--- config.mk ---
export PLATFORM = sky130hd
export DESIGN_NAME = truth_table_sweeper
export DESIGN_NICKNAME = d
export VERILOG_FILES = /design/src/rtl/truth_table_sweeper_pkg.sv /design/src/rtl/settle_timer.sv /design/src/rtl/truth_table_sweeper.sv
export SDC_FILE = /design/constraint.sdc
export NUM_CORES = 1
export LEC_CHECK = 0
export BUFFER_PORTS_ARGS = -buffer_cell sky130_fd_sc_hd__buf_2
export CAP_MARGIN = 10
export CORE_UTILIZATION = 45
export DETAILED_ROUTE_END_ITERATION = 8
export PLACE_DENSITY = 0.77
export RECOVER_POWER = 25
export SYNTH_ARGS = -nofsm -noshare
export SYNTH_HDL_FRONTEND = slang
export SYNTH_SLANG_ARGS = --single-unit
--- constraint.sdc ---
create_clock -name clk -period 2.3 [get_ports clk]
set_input_delay 0.46 -clock clk [delete_from_list [all_inputs] [get_ports clk]]
set_output_delay 0.46 -clock clk [all_outputs]
set_load 0.02 [all_outputs]
--- src/rtl/truth_table_sweeper_pkg.sv ---
// Shared types and constants for the truth-table sweeper: FSM states, row geometry and
// error-counter saturation.
package truth_table_sweeper_pkg;

    localparam int unsigned ROWS     = 8;
    localparam int unsigned ROW_W    = 3;
    localparam int unsigned ERR_W    = 8;
    localparam int unsigned SETTLE_W = 4;
    localparam int unsigned LOOP_W   = 8;

    localparam logic [ERR_W-1:0] ERR_MAX = 8'hFF;

    typedef enum logic [2:0] {
        StIdle,
        StDrive,
        StSettle,
        StCapture,
        StDone
    } state_e;

    function automatic logic [ERR_W-1:0] sat_inc(input logic [ERR_W-1:0] v);
        return (v == ERR_MAX) ? v : v + 8'd1;
    endfunction

endpackage

--- src/rtl/settle_timer.sv ---
// Loadable down-counter with a zero flag; holds at zero rather than wrapping.
module settle_timer
    import truth_table_sweeper_pkg::*;
#(
    parameter int unsigned Width = SETTLE_W
) (
    input  logic             clk,
    input  logic             rst_n,
    input  logic             load_i,
    input  logic [Width-1:0] load_val_i,
    input  logic             dec_i,
    output logic             zero_o
);

    logic [Width-1:0] cnt_q, cnt_d;

    always_comb begin
        cnt_d = cnt_q;
        if (load_i) begin
            cnt_d = load_val_i;
        end else if (dec_i && (cnt_q != '0)) begin
            cnt_d = cnt_q - 1'b1;
        end
    end

    always_ff @(posedge clk or negedge rst_n) begin
        if (!rst_n) begin
            cnt_q <= '0;
        end else begin
            cnt_q <= cnt_d;
        end
    end

    assign zero_o = (cnt_q == '0);

endmodule

--- src/rtl/truth_table_sweeper.sv ---
// Drives all eight input rows of an external 3-input circuit, samples its output after a
// settle delay, and compares the captured truth table against a golden one.
module truth_table_sweeper
    import truth_table_sweeper_pkg::*;
#(
    parameter int unsigned SETTLE_CYCLES = 2,
    parameter int unsigned LOOPS         = 1
) (
    input  logic             clk,
    input  logic             rst_n,
    input  logic             start,
    input  logic [ROWS-1:0]  expected,
    input  logic             f_in,
    output logic             A,
    output logic             B,
    output logic             C,
    output logic             busy,
    output logic             done,
    output logic [ROWS-1:0]  tt_word,
    output logic             match,
    output logic [ERR_W-1:0] err_count
);

    localparam logic [SETTLE_W-1:0] SettleLoad = SETTLE_W'(SETTLE_CYCLES - 1);
    localparam logic [LOOP_W-1:0]   LastLoop   = LOOP_W'(LOOPS - 1);
    localparam logic [ROW_W-1:0]    LastRow    = ROW_W'(ROWS - 1);

    state_e             state_q, state_d;
    logic [ROW_W-1:0]   row_q, row_d;
    logic [LOOP_W-1:0]  loop_q, loop_d;
    logic [ROW_W-1:0]   abc_q, abc_d;
    logic [ROWS-1:0]    shadow_q, shadow_d;
    logic [ROWS-1:0]    tt_q, tt_d;
    logic [ERR_W-1:0]   err_q, err_d;
    logic               match_q, match_d;

    logic timer_load;
    logic timer_dec;
    logic timer_zero;

    settle_timer #(
        .Width (SETTLE_W)
    ) u_settle_timer (
        .clk        (clk),
        .rst_n      (rst_n),
        .load_i     (timer_load),
        .load_val_i (SettleLoad),
        .dec_i      (timer_dec),
        .zero_o     (timer_zero)
    );

    always_comb begin
        state_d    = state_q;
        row_d      = row_q;
        loop_d     = loop_q;
        abc_d      = abc_q;
        shadow_d   = shadow_q;
        tt_d       = tt_q;
        err_d      = err_q;
        match_d    = match_q;
        timer_load = 1'b0;
        timer_dec  = 1'b0;

        unique case (state_q)
            StIdle: begin
                if (start) begin
                    row_d   = '0;
                    loop_d  = '0;
                    err_d   = '0;
                    match_d = 1'b0;
                    state_d = StDrive;
                end
            end
            StDrive: begin
                abc_d      = row_q;
                timer_load = 1'b1;
                state_d    = StSettle;
            end
            StSettle: begin
                if (timer_zero) begin
                    state_d = StCapture;
                end else begin
                    timer_dec = 1'b1;
                end
            end
            StCapture: begin
                shadow_d[row_q] = f_in;
                if (f_in != expected[row_q]) begin
                    err_d = sat_inc(err_q);
                end
                if (row_q == LastRow) begin
                    row_d = '0;
                    // Publish from shadow_d so the row-7 sample lands on the same edge.
                    tt_d  = shadow_d;
                    if (loop_q == LastLoop) begin
                        match_d = (tt_d == expected);
                        state_d = StDone;
                    end else begin
                        loop_d  = loop_q + 1'b1;
                        state_d = StDrive;
                    end
                end else begin
                    row_d   = row_q + 1'b1;
                    state_d = StDrive;
                end
            end
            StDone: begin
                state_d = StIdle;
            end
            default: begin
                state_d = StIdle;
            end
        endcase
    end

    always_ff @(posedge clk or negedge rst_n) begin
        if (!rst_n) begin
            state_q  <= StIdle;
            row_q    <= '0;
            loop_q   <= '0;
            abc_q    <= '0;
            shadow_q <= '0;
            tt_q     <= '0;
            err_q    <= '0;
            match_q  <= 1'b0;
        end else begin
            state_q  <= state_d;
            row_q    <= row_d;
            loop_q   <= loop_d;
            abc_q    <= abc_d;
            shadow_q <= shadow_d;
            tt_q     <= tt_d;
            err_q    <= err_d;
            match_q  <= match_d;
        end
    end

    assign {A, B, C}  = abc_q;
    assign busy       = (state_q == StDrive) || (state_q == StSettle) || (state_q == StCapture);
    assign done       = (state_q == StDone);
    assign tt_word    = tt_q;
    assign match      = match_q;
    assign err_count  = err_q;

endmodule

==> metrics.txt <==
worst r2r src=row_q[0]; Worst Tran Pin Value=1.16 ns; fraction of layout cells with a size suffix above 1=around a quarter; Root Buffer=clkbuf_8; critical path cell sequence=mux4_1 > mux2i_2 > xor2_1 > or4_1 > mux2i_1; Critical Path Sink Type=flop; Initial DRT Pass Iterations=4; insertion delay to the later sink of the worst-skew pair=around 0.31 ns; GPL Wtd Cong=just over 0.8; Clk pin slew, worst setup/hold paths=0.09 ns; share of the synthesized area in the top cell type=a little under half; total gr overflow=0; Final Power=about 3.1 mW; slowest cell on the critical path=mux4_1; #FFs+latches synth=46; crit path from=row_q[0]; hold bufs inserted after CTS=0; status=completed; hpwl dp=3.66 mm; Final Critical Period=between 2 and 2.5 ns; Post-synth EDFFs=0; DRT antenna net count=0; pre-CTS setup slack=~0.028 ns; Rows=26; Yosys cell types=45; maximum fanout along the worst path=3; Final Hold Viols=0; final period utilization=a little over nine tenths; CTS tree=yes; H-tree depth=2; worst hold path type=in2async; WP data arrival=~2.4 ns; largest net degree at the start of global routing=between 40 and 50; core area=0.00517 sq mm; Final #Nets=approximately 310; ANT cells=0; Total Wirelength=5.11 mm; vias in the first global route=about 1900; Post-synth top flop=dfrtp_1; die area=0.00574 sq mm; synth warn=0; CTS Sinks=46; Setup CP Type=reg2reg; top cells by count, synth=46 x dfrtp_1, 26 x nand2_1, 21 x nor2_1, 20 x o21ai_0; IO buf count=33; first-pass GRT wire length=about 8.5 mm; cell taking the most area after synthesis=dfrtp_1; Min Hold Slack=roughly 0.46 ns; post-synthesis sequential area ratio=between 40% and 50%; P_leak=~1.4 nW; Netlist Area Pre-Place=between 0.002 and 0.0025 sq mm; # IOs=34; top post-synthesis cells by area=dfrtp_1 47%, xor2_1 4.7%, mux2i_1 4.1%; Tot GR Track Use=19.8%; PwrDens=between 1000 and 1500 mW/mm^2; endpoints failing setup=0; Max stage delay on crit path=around 0.60 ns; via count=a little under 2000; DR vias/cell=5.38; Max rail drop VDD=~0.54 mV; Post-Route Utilization=55.2%; top-count cell post-synth=dfrtp_1; slew margin rel.=between 20% and 30%; syn_area_per_cell=~10 sq um; Vert. Die Dim=~76 um; Final Max Slew Viols=0; Post-CTS Setup Bufs=0; Layout area overhead=16.7%; Post-Syn Instances=between 200 and 250; starting density of the core=between 40 and 50%; crit path launch type=flop; fmax=roughly 0.46 GHz; initial drt markers=between 100 and 150; final setup margin=between 0.1 and 0.15 ns; clock buffer depth=2; CTS Buf Count=5; DRC viols=0; # Max-Cap Violations=0; clk_skew=about 0.012 ns; required time of the critical path=~2.5 ns; RSZ-0062 raised after global routing=false; Sum Neg Setup Slack=0 ns; Post-Syn Nets=roughly 260; Async SR Flop Fraction=100%; Die W=~76 um; Avg WL per Cell=between 10 and 15 um; initial antenna violation count=0
timing repair:
item | CTS | global route
resized for setup | 0 | 1
setup endpoints to repair | 0 | 1
endpoints found under the hold margin | 0 | 0
report_power, final:
group	switching (mW)	total, mW	leakage, nW	internal, mW
registers	0.214	1.23	0.580	1.01
logic	0.753	1.37	0.745	0.619
clock network	0.290	0.504	0.0441	0.214
total	1.26	3.10	1.37	1.85
metrics by stage:
| step | cell area (sq um) | cells |
|---|---|---|
| detailed placement | 2760 | 349 |
| finish | 2860 | 357 |
| floorplan | 2450 | 242 |
| global placement | 2760 | 349 |
| global route | 2860 | 357 |
| CTS | 2850 | 357 |
per-layer routing:
layer / track usage [%] / share of wire [%]
met1: 25.8 / 45
met2: 32.4 / 48
met3: 3.97 / 5.7
met4: 8.23 / 1.2
met5: 0 / 0
critical path, delay by kind of cell, from the launching register on:
kind,cells,cell delay [ns]
xor+xnor,1,0.14
flops,1,0.42
mux,3,0.94
simple gates,1,0.56
layout make-up:
| cell class | count | area, sq um |
|---|---|---|
| Clock buffer | 5 | 68.8 |
| Clock inverter | 3 | 21.3 |
| Fill cell | 471 | 2320 |
| Inverter | 6 | 22.5 |
| Multi-Input combinational cell | 180 | 1240 |
| Sequential cell | 46 | 1150 |
| Tap cell | 70 | 87.6 |
| Timing Repair Buffer | 47 | 268 |
final timing paths:
path,end,slack (ns),depth (start not counted)
setup / recovery,err_count[7],0.12,5
max in group asynchronous,shadow_q[7],1.15,2
hold / removal,abc_q[1],0.46,2
setup reg to reg,err_count[7],0.12,5
min in group clk,state_q[0],0.46,3
hold reg to reg,tt_word[1],0.48,2
placed cells by master (no fill, tap or decap), drive strengths merged, types with 2 or more instances in the layout:
master / netlist / layout
nor4: 2 / 2
a21o: 3 / 3
mux2: 5 / 5
mux4: 2 / 2
nand4: 2 / 2
and3: 2 / 2
mux2i: 10 / 10
buf: 3 / 46
nand3b: 4 / 4
nand2: 26 / 26
nand3: 13 / 13
ha: 7 / 7
a21oi: 2 / 2
o21ai: 20 / 20
xor2: 13 / 13
clkbuf: 7 / 6
clkinv: 0 / 2
nand4b: 2 / 2
o2bb2ai: 2 / 2
dfrtp: 46 / 46
xnor2: 10 / 10
nand2b: 3 / 3
nor2: 21 / 21
inv: 6 / 6
nor3: 4 / 4
a211oi: 2 / 2
a2111oi: 3 / 3
nor3b: 7 / 7
kinds of logic after synthesis:
logic type	share of synthesized area, %
simple gates	19.2
flops	47.0
compound gates	10.9
xor+xnor	8.23
mux	8.38
buf+inv	2.61
fa+ha+maj	3.58
flip-flops by register name, summed over array words and instances, names as in the netlist:
signal                cells
u_settle_timer.cnt_q      4
state_q                   3
row_q                     3
abc_q                     3
loop_q                    8
tt_word                   8
shadow_q                  8
match                     1
err_count                 8
Note: power is estimated with default switching activity, not from simulation.
